$ cat src/rtl/stoch_gate_accum_if.sv
// Bundles the sample, result and window-count signals of the stochastic
// gate accumulator so the source and the datapath share one port.
interface stoch_gate_accum_if #(
  parameter int N      = 4,
  parameter int WINDOW = 256
);
  localparam int CW = $clog2(WINDOW + 1);

  logic              clear;
  logic [2:0]        op;
  logic              in_valid;
  logic [N-1:0]      a;
  logic [N-1:0]      b;
  logic [N-1:0]      y;
  logic              out_valid;
  logic [N*CW-1:0]   counts;
  logic              count_valid;
  logic              busy;

  modport master (
    output clear, op, in_valid, a, b,
    input  y, out_valid, counts, count_valid, busy
  );

  modport slave (
    input  clear, op, in_valid, a, b,
    output y, out_valid, counts, count_valid, busy
  );
endinterface

$ cat src/rtl/stoch_gate_accum.sv
// N-channel stochastic-bitstream logic unit: applies one boolean op per
// channel to unipolar bitstreams, registers the result, and counts ones
// per channel over a fixed window of accepted samples.
module stoch_gate_accum #(
  parameter int N      = 4,
  parameter int WINDOW = 256
) (
  input  logic               clk,
  input  logic               rst,
  stoch_gate_accum_if.slave  bus
);
  localparam int CW = $clog2(WINDOW + 1);
  localparam int IW = (WINDOW > 1) ? $clog2(WINDOW) : 1;
  localparam logic [IW-1:0] LAST_IDX = IW'(WINDOW - 1);

  logic [IW-1:0]   idx;
  logic [2:0]      op_active;
  logic [2:0]      eff_op;
  logic [N-1:0]    f;
  logic [CW-1:0]   acc     [N];
  logic [CW-1:0]   acc_sum [N];
  logic            accepted;
  logic            last;
  logic [N-1:0]    y_q;
  logic            out_valid_q;
  logic [N*CW-1:0] counts_q;
  logic            count_valid_q;

  // clear wins over in_valid, so a clear cycle never contributes a sample
  assign accepted = bus.in_valid & ~bus.clear;
  assign last     = (idx == LAST_IDX);
  // the op is taken live on the first sample of a window and held afterwards
  assign eff_op   = (idx == '0) ? bus.op : op_active;

  // per-channel boolean op selected by the effective op code
  always_comb begin
    f = bus.a & bus.b;
    case (eff_op)
      3'd0: f = bus.a & bus.b;
      3'd1: f = bus.a | bus.b;
      3'd2: f = bus.a & ~bus.b;
      3'd3: f = bus.a | ~bus.b;
      3'd4: f = bus.a ^ bus.b;
      3'd5: f = ~(bus.a ^ bus.b);
      3'd6: f = ~(bus.a & bus.b);
      3'd7: f = ~(bus.a | bus.b);
    endcase
  end

  // running count including the current sample, used for both acc and counts
  always_comb begin
    for (int i = 0; i < N; i++) begin
      acc_sum[i] = acc[i] + CW'(f[i]);
    end
  end

  // output sample register: one-cycle latency, y holds when no sample is taken
  always_ff @(posedge clk or posedge rst) begin
    if (rst) begin
      y_q         <= '0;
      out_valid_q <= 1'b0;
    end else begin
      out_valid_q <= accepted;
      if (accepted) begin
        y_q <= f;
      end
    end
  end

  // window bookkeeping: sample index, latched op and per-channel accumulators
  always_ff @(posedge clk or posedge rst) begin
    if (rst) begin
      idx       <= '0;
      op_active <= 3'd0;
      for (int i = 0; i < N; i++) begin
        acc[i] <= '0;
      end
    end else if (bus.clear) begin
      idx <= '0;
      for (int i = 0; i < N; i++) begin
        acc[i] <= '0;
      end
    end else if (accepted) begin
      if (idx == '0) begin
        op_active <= bus.op;
      end
      if (last) begin
        idx <= '0;
        for (int i = 0; i < N; i++) begin
          acc[i] <= '0;
        end
      end else begin
        idx <= idx + 1'b1;
        for (int i = 0; i < N; i++) begin
          acc[i] <= acc_sum[i];
        end
      end
    end
  end

  // publish completed-window counts and pulse count_valid for one cycle
  always_ff @(posedge clk or posedge rst) begin
    if (rst) begin
      counts_q      <= '0;
      count_valid_q <= 1'b0;
    end else begin
      count_valid_q <= accepted & last;
      if (accepted && last) begin
        for (int i = 0; i < N; i++) begin
          counts_q[i*CW +: CW] <= acc_sum[i];
        end
      end
    end
  end

  assign bus.y           = y_q;
  assign bus.out_valid   = out_valid_q;
  assign bus.counts      = counts_q;
  assign bus.count_valid = count_valid_q;
  assign bus.busy        = (idx != '0);
endmodule

$ cat src/flat_wrapper.sv
// flat-port wrapper written by rule: the top's interface ports become plain ports
module stoch_gate_accum_flat 
#(
  parameter int N      = 4,
  parameter int WINDOW = 256
)
  (clk, rst, bus_clear, bus_op, bus_in_valid, bus_a, bus_b, bus_y, bus_out_valid, bus_counts, bus_count_valid, bus_busy);
  stoch_gate_accum_if #(.N(N), .WINDOW(WINDOW)) bus_i ();
  input  logic clk;
  input  logic rst;
  input wire logic [$bits(bus_i.clear)-1:0] bus_clear;
  input wire logic [$bits(bus_i.op)-1:0] bus_op;
  input wire logic [$bits(bus_i.in_valid)-1:0] bus_in_valid;
  input wire logic [$bits(bus_i.a)-1:0] bus_a;
  input wire logic [$bits(bus_i.b)-1:0] bus_b;
  output wire logic [$bits(bus_i.y)-1:0] bus_y;
  output wire logic [$bits(bus_i.out_valid)-1:0] bus_out_valid;
  output wire logic [$bits(bus_i.counts)-1:0] bus_counts;
  output wire logic [$bits(bus_i.count_valid)-1:0] bus_count_valid;
  output wire logic [$bits(bus_i.busy)-1:0] bus_busy;
  assign bus_i.clear = bus_clear;
  assign bus_i.op = bus_op;
  assign bus_i.in_valid = bus_in_valid;
  assign bus_i.a = bus_a;
  assign bus_i.b = bus_b;
  assign bus_y = bus_i.y;
  assign bus_out_valid = bus_i.out_valid;
  assign bus_counts = bus_i.counts;
  assign bus_count_valid = bus_i.count_valid;
  assign bus_busy = bus_i.busy;
  stoch_gate_accum #(.N(N), .WINDOW(WINDOW)) u_core (.clk(clk), .rst(rst), .bus(bus_i));
endmodule
$ cat config.mk
export PLATFORM = sky130hd
export DESIGN_NAME = stoch_gate_accum_flat
export DESIGN_NICKNAME = d
export VERILOG_FILES = /design/src/rtl/stoch_gate_accum_if.sv /design/src/rtl/stoch_gate_accum.sv /design/src/flat_wrapper.sv
export SDC_FILE = /design/constraint.sdc
export NUM_CORES = 1
export LEC_CHECK = 0
export ABC_CLOCK_PERIOD_IN_PS = 3400
export BUFFER_PORTS_ARGS = -buffer_cell sky130_fd_sc_hd__buf_4
export CAP_MARGIN = 15
export CORE_MARGIN = 5
export CORE_UTILIZATION = 50
export CTS_CLUSTER_DIAMETER = 120
export DETAILED_ROUTE_END_ITERATION = 10
export PLACE_DENSITY = 0.7
export RECOVER_POWER = 50
export SLEW_MARGIN = 20
export SYNTH_ARGS = -nofsm -noshare
export SYNTH_HDL_FRONTEND = slang
export SYNTH_SLANG_ARGS = --single-unit
$ cat constraint.sdc
create_clock -name clk -period 3.4 [get_ports clk]
set_clock_uncertainty 0.15 [all_clocks]
set_input_delay 0.68 -clock clk [delete_from_list [all_inputs] [get_ports clk]]
set_output_delay 0.68 -clock clk [all_outputs]
set_load 0.05 [all_outputs]
==> flow_metrics.py, run 1 <==
metrics = {
    "outcome": {
        "outcome": "complete, but fails checks",
        "violations": "max-capacitance violations, max-slew violations",
    },
    "power_and_ir_drop": {
        "share_clk_of_total_power_pct": 29.8,
        "pwr_density_cell_nw_per_um2": 433,
        "sw_frac_of_total_pct": 33.7,
        "netSwitchingPower_uw": 856,
        "p_int_mw": 1.68,
        "power.combinational.fraction_pct": 23.7,
        "vdd_drop_max_uv": 275,
        "seq_power_share_pct": 46.4,
        "p_leak_nw": 2.73,
    },
    "floorplan": {
        "rows": 36,
        "fp.dieW_um": 109,
        "start_util_pct": 50.9,
        "core_region_area_sq_um": 9680,
        "top_level_ports": 58,
        "die_h_um": 109,
        "design.die.area_sq_um": 11900,
    },
    "setup_path": {
        "timing.critical_path.to_type": "register",
        "setup.worst_path.start_class": "register",
        "worstPathMaxFanout": 10,
        "timing.critical_path.required_ns": 3.54,
        "slowest_stage": "sky130_fd_sc_hd__dfrtp_1",
        "crit_path_cell_trace": "inv_1 -> ha_1 -> and3_1 -> buf_4 -> a211oi_2 -> a21oi_1 -> a2111oi_4 -> nor2_1 -> ha_1 -> ha_1 -> and3_1 -> and3_1 -> buf_4 -> xnor2_2 -> a21oi_1",
        "critical_path.max_stage_delay_ns": 0.42,
        "timing.setup.critical_path_class": "reg2reg",
        "worst_ep_arrival_time_ns": 3.34,
    },
    "synth": {
        "synth_compound_gate_area_share_pct": 18.0,
        "asyncSetResetFlopFracSynth_pct": 100,
        "ys_types": 42,
        "synth_adder_area_share_pct": 6.60,
        "synthesis.area_sq_um": 4930,
        "synth_top_flop_cell": "sky130_fd_sc_hd__dfrtp_1",
        "synth-seq-area-share_pct": 45.2,
        "synth.avg_cell_area_sq_um": 9.08,
        "post_synth_edffs": 0,
        "yosys.area.top_type": "sky130_fd_sc_hd__dfrtp_1",
        "ys_warn_count": 0,
        "synth-xor-area-share_pct": 5.86,
        "ys_ff_latch": 89,
        "post_synth_net_total": 584,
        "synth_cells": 543,
        "synthSimpleGateAreaFrac_pct": 17.2,
        "yosys.area.top_type_share_pct": 45.2,
        "synth_top_cells_by_area": "sky130_fd_sc_hd__dfrtp_1, sky130_fd_sc_hd__ha_1, sky130_fd_sc_hd__o21ai_0",
        "synthMuxAreaShare_pct": 2.89,
        "synth_top_family_by_area": "compound AO/OA/AOI/OAI gates",
    },
    "global_route": {
        "grt_start_max_net_pins": 51,
        "grt.overflow.total": 0,
        "grt_first_pass_wirelength_um": 19100,
        "groute.usage.overall_pct": 19.9,
        "first_global_vias": 4100,
        "initial_antenna_violation_count": 0,
    },
    "routing": {
        "drt-vias-per-instance": 5.50,
        "initialDrtViolationCount": 233,
        "routed_wirelength_um": 11100,
        "vias": 4170,
        "post-route-drc-count": 0,
        "ant_nets": 0,
        "first_pass_iters": 5,
        "routed_wire_length_per_instance_um": 14.6,
    },
    "timing": {
        "finalSetupViolations": 0,
        "finalHoldWorstSlack_ns": 0.364,
        "achievable-frequency_mhz": 312,
        "maxSlewViolCount": 41,
        "max-slew-margin-rel_pct": -20.5,
        "fin_crit_sh_pct": 94.1,
        "layout_min_cycle_time_ns": 3.20,
        "worst_pin_slew_ns": 1.80,
        "final_hold_viol_count": 0,
    },
    "flow_run": {
        "cap_violations": 1,
    },
    "clocking": {
        "clockRootBuffer": "sky130_fd_sc_hd__clkbuf_8",
        "clk_pin_slew_ns": 0.10,
        "clk-insertion-delay-late_ns": 0.36,
        "numCtsBuffers": 9,
        "cts_tree": "built",
        "clockBufferDepth": 2,
        "cts.sinks": 89,
        "h-tree-depth": 3,
    },
    "layout": {
        "final-seq-area_sq_um": 2230,
        "finish.net_count": 661,
        "finish.cell_count_without_fillers": 758,
        "n_antenna_cell": 0,
        "fillers": 882,
        "area_delta_synth_final_pct": 18.8,
        "finalCoreUtilization_pct": 60.5,
        "layout-drive-gt1-share_pct": 18.6,
        "multiInputGateArea_sq_um": 2530,
    },
    "place": {
        "dp_hpwl_um": 7740,
        "dp_cells": 741,
        "port_buffers": 57,
        "gp_congestion": 0.871,
    },
    "worst_hold_path": {
        "hold_class": "reg2reg",
    },
}
[cells by family (layout without fill, tap and decap cells)]
kind of cell	Yosys count	after routing
AND/OR/NAND/NOR	186	186
AO/OA/AOI/OAI	147	147
flip-flops	89	89
buffers and inverters	49	131
XOR/XNOR	33	33
adder cells (fa/ha/maj)	26	26
multiplexers	13	13
[final timing paths]
check / slack (ns) / from / depth (start not counted) / to
setup / recovery: 0.20 / u_core.idx[0]$_DFFE_PP0P_ / 15 / u_core.bus.counts[33]$_DFFE_PP0P_
hold / removal: 0.36 / u_core.bus.y[1]$_DFFE_PP0P_ / 2 / u_core.bus.y[1]$_DFFE_PP0P_
setup reg to reg: 0.20 / u_core.idx[0]$_DFFE_PP0P_ / 15 / u_core.bus.counts[33]$_DFFE_PP0P_
hold reg to reg: 0.36 / u_core.bus.y[1]$_DFFE_PP0P_ / 2 / u_core.bus.y[1]$_DFFE_PP0P_
max in group asynchronous: 0.64 / rst / 3 / u_core.acc[21]$_DFFE_PP0P_
min in group asynchronous: 0.61 / rst / 2 / u_core.bus.counts[21]$_DFFE_PP0P_
[worst max-delay path, delay by kind of cell (launching register included)]
kind            cells  cell delay, ns
buf+inv             3            0.42
simple gates        4            0.64
xor+xnor            1            0.13
flops               1            0.42
compound gates      4            0.75
fa+ha+maj           3            0.61
[per-layer routing]
metal	track usage, %	wire length [um]	up-vias
met2	32.3	5400	124
met3	3.29	561	10
li1	-	-	2046
met4	5.08	100	0
met5	0	0	-
met1	27.8	5020	1990
[stage by stage]
step	setup TNS (ns)	area (sq um)	power, mW	setup WS, ns
2_1_floorplan	0	4930	1.61	0.108
3_3_place_gp	-0.00846	5700	1.79	-0.00846
3_5_place_dp	-0.464	5700	1.80	-0.122
4_1_cts	0	5900	2.56	0.161
5_1_grt	-0.0127	5860	2.67	-0.0115
6_report	0	5860	2.54	0.199
[area by class of cell]
type | count | area share, %
multi-input combinational | 405 | 43.2
sequential | 89 | 38.0
timing repair buffer | 94 | 11.1
tap | 133 | 2.84
clock buffer | 9 | 2.11
inverter | 21 | 1.37
clock inverter | 7 | 1.35
[power groups by stage]
stage               logic, mW  clock network (mW)  registers, mW
global route            0.659               0.824           1.19
global placement        0.596                   0           1.20
finish                  0.603               0.758           1.18
CTS                     0.608               0.772           1.18
floorplan               0.330                   0           1.28
detailed placement      0.605                   0           1.20
[state kept, by name (all words and copies together) (netlist names)]
signal                  count
u_core.bus.count_valid      1
u_core.op_active            3
u_core.bus.out_valid        1
u_core.bus.counts          36
u_core.bus.y                4
u_core.acc                 36
u_core.idx                  8
[Yosys cell counts, drive strengths merged, types with 6 or more instances]
library cell	number
o21ai	64
dfrtp	89
xnor2	24
nand2	48
nor3	8
xor2	9
a21oi	44
a31oi	6
nor2b	6
buf	17
nand2b	6
nand3	8
ha	26
nor2	75
a22o	11
inv	20
clkbuf	11
and3	22
mux2	10
[timing repair]
action	4_1_cts	5_1_grt
setup endpoints to repair	0	8
hold buffers	0	0
setup buffers	0	1
resized for setup	0	6
[cell usage in the layout (no fill, tap or decap), types with 3 or more instances in the layout]
cell | synthesis | routed
sky130_fd_sc_hd__ha_1 | 26 | 26
sky130_fd_sc_hd__nor2_1 | 75 | 73
sky130_fd_sc_hd__o311ai_0 | 3 | 3
sky130_fd_sc_hd__and3_1 | 22 | 22
sky130_fd_sc_hd__o31ai_1 | 3 | 3
sky130_fd_sc_hd__nand3_1 | 8 | 8
sky130_fd_sc_hd__nor3_1 | 8 | 8
sky130_fd_sc_hd__inv_1 | 19 | 18
sky130_fd_sc_hd__a22o_1 | 11 | 11
sky130_fd_sc_hd__a21oi_1 | 44 | 43
sky130_fd_sc_hd__xnor2_1 | 24 | 23
sky130_fd_sc_hd__clkbuf_1 | 11 | 18
sky130_fd_sc_hd__clkbuf_8 | 0 | 9
sky130_fd_sc_hd__nor2b_1 | 6 | 6
sky130_fd_sc_hd__nand2_1 | 48 | 48
sky130_fd_sc_hd__dfrtp_1 | 89 | 88
sky130_fd_sc_hd__o21ai_0 | 63 | 63
sky130_fd_sc_hd__or3_1 | 4 | 4
sky130_fd_sc_hd__a31oi_1 | 6 | 6
sky130_fd_sc_hd__nor4_1 | 4 | 3
sky130_fd_sc_hd__xor2_1 | 9 | 8
sky130_fd_sc_hd__nor4bb_1 | 3 | 3
sky130_fd_sc_hd__buf_4 | 0 | 73
sky130_fd_sc_hd__nand2b_1 | 6 | 6
sky130_fd_sc_hd__mux2_2 | 10 | 10
No activity file was read; power rests on OpenSTA's default activity.
==> run 2: changes to the inputs <==
Settings changed: SETUP_SLACK_MARGIN set to 0.4.
==> run 2 against run 1 <==
Clock power up 13%; worst hold slack lost 0.0017 ns; setup slack lost 0.018 ns; the flow now finishes without violations; utilization increased by 6.1 points; first-iteration DRC count up 0.43%.
==> flow_metrics.py, run 2 (synthesized netlist as in run 1, its figures left out) <==
metrics = {
    "setup_path": {
        "worstPathMaxFanout": 4,
        "timing.setup.critical_path_class": "reg2reg",
        "crit_path_cell_trace": "nor4_2 -> and3_4 -> inv_2 -> buf_4 -> buf_16 -> mux2i_1 -> a22o_1 -> o22a_1 -> ha_4 -> ha_4 -> and3_4 -> and3_4 -> nand3_4 -> xor2_2 -> a21oi_1",
        "critical_path.max_stage_delay_ns": 0.40,
        "timing.critical_path.to_type": "register",
        "worst_ep_arrival_time_ns": 3.34,
        "worst_path_dominant_cell_family": "simple AND/OR/NAND/NOR gates",
        "timing.critical_path.buf_inv": 3,
        "slowest_stage": "sky130_fd_sc_hd__dfrtp_1",
        "crit_path_frequent_cell": "sky130_fd_sc_hd__and3_4",
        "setup.worst_path.start_class": "register",
        "timing.critical_path.required_ns": 3.52,
    },
    "layout": {
        "area_delta_synth_final_pct": 30.7,
        "fillers": 785,
        "n_antenna_cell": 0,
        "most_used_cells_in_the_layout_excluding_fill_and_tap_cells": "sky130_fd_sc_hd__dfrtp_1, sky130_fd_sc_hd__buf_4, sky130_fd_sc_hd__nor2_1",
        "finish.net_count": 671,
        "layout-drive-gt1-share_pct": 29.5,
        "layout_commonest_cell": "sky130_fd_sc_hd__dfrtp_1",
    },
    "worst_hold_path": {
        "hold_class": "reg2reg",
    },
    "clocking": {
        "clockRootBuffer": "sky130_fd_sc_hd__clkbuf_8",
        "clk_pin_slew_ns": 0.09,
        "clockBufferDepth": 2,
        "h-tree-depth": 3,
        "numCtsBuffers": 9,
        "clk-insertion-delay-late_ns": 0.35,
        "cts.sinks": 89,
        "cts_tree": "built",
    },
    "timing": {
        "final_hold_viol_count": 0,
        "maxSlewViolCount": 0,
        "worst_pin_slew_ns": 1.13,
        "finalSetupViolations": 0,
        "fin_crit_sh_pct": 94.7,
        "max-slew-margin-rel_pct": 24.3,
        "fin_setup_tns_ns": 0,
        "achievable-frequency_mhz": 311,
        "grt_setup_unrepaired": "true",
        "layout_min_cycle_time_ns": 3.22,
    },
    "power_and_ir_drop": {
        "report.power.total_mw": 2.77,
        "pwr_density_cell_nw_per_um2": 430,
        "p_leak_nw": 2.79,
        "vdd_drop_max_uv": 359,
    },
    "routing": {
        "routed_wirelength_um": 12200,
        "initialDrtViolationCount": 234,
        "first_pass_iters": 4,
        "drt-vias-per-instance": 5.69,
        "post-route-drc-count": 0,
        "vias": 4363,
        "routed_wire_length_per_instance_um": 15.9,
        "ant_nets": 0,
    },
    "global_route": {
        "grt_first_pass_wirelength_um": 19500,
        "grt.overflow.total": 0,
        "first_global_vias": 4187,
        "initial_antenna_violation_count": 0,
        "grt_start_max_net_pins": 44,
        "groute.usage.overall_pct": 20.3,
    },
    "place": {
        "port_buffers": 57,
        "gp_congestion": 0.917,
        "dp_hpwl_um": 7670,
    },
    "floorplan": {
        "rows": 36,
        "start_util_pct": 50.9,
        "design.die.area_sq_um": 11900,
        "die_h_um": 109,
        "core_region_area_sq_um": 9680,
        "top_level_ports": 58,
        "fp.dieW_um": 109,
    },
    "flow_run": {
        "cap_violations": 0,
    },
    "outcome": {
        "outcome": "finished, final reports clean",
    },
}
==> run 2: final timing paths <==
path                                                      to  slack (ns)                              from  cells past startpoint
setup / recovery           u_core.bus.counts[26]$_DFFE_PP0P_        0.18         u_core.idx[4]$_DFFE_PP0P_                     15
hold / removal              u_core.bus.counts[9]$_DFFE_PP0P_        0.36  u_core.bus.counts[9]$_DFFE_PP0P_                      1
setup reg to reg           u_core.bus.counts[26]$_DFFE_PP0P_        0.18         u_core.idx[4]$_DFFE_PP0P_                     15
hold reg to reg             u_core.bus.counts[9]$_DFFE_PP0P_        0.36  u_core.bus.counts[9]$_DFFE_PP0P_                      1
max in group asynchronous    u_core.op_active[2]$_DFFE_PP0P_        1.04                               rst                      3
min in group asynchronous  u_core.bus.counts[22]$_DFFE_PP0P_        0.40                               rst                      2
==> run 2: per-stage QoR <==
step                instance area, sq um  hold slack, ns  cells  utilization, %  setup WS (ns)
floorplan                           5100           0.319    543               -          0.274
global placement                    5750           0.335    726            59.3         0.0708
detailed placement                  5750           0.347    726            59.3        -0.0372
CTS                                 6220           0.243    754            64.3          0.329
global route                        6450           0.366    767            66.6         0.0348
finish                              6450           0.362    767            66.6          0.181
==> run 2: final cells by class <==
type                            instances  area (sq um)  area share [%]
Clock buffer                           10           128            1.98
Clock inverter                          5           104            1.61
Inverter                               21          95.1            1.48
Multi-Input combinational cell        405          2970            46.1
Sequential cell                        89          2230            34.6
Tap cell                              133           166            2.58
Timing Repair Buffer                  104           753            11.7
==> run 2: report_power, final <==
part,internal (mW),switching [mW],total [mW]
Sequential,1.12,0.0747,1.19
Combinational,0.285,0.436,0.721
Clock,0.486,0.372,0.858
Total,1.89,0.882,2.77
==> run 2: layer usage <==
metal / GRT usage [%] / share of wire (%) / vias to the layer above
li1: - / - / 2057
met3: 4.05 / 5.0 / 36
met2: 34.5 / 50 / 127
met5: 0 / 0 / -
met4: 6.14 / 2.4 / 0
met1: 26.4 / 43 / 2143
==> run 2: what timing repair did <==
item                                    CTS  global route
gates cloned                              1             0
endpoints found under the setup margin   27            33
gates resized for setup                  29            61
setup buffers                            12            13
pin swaps                                17            22
hold buffers                              0             0
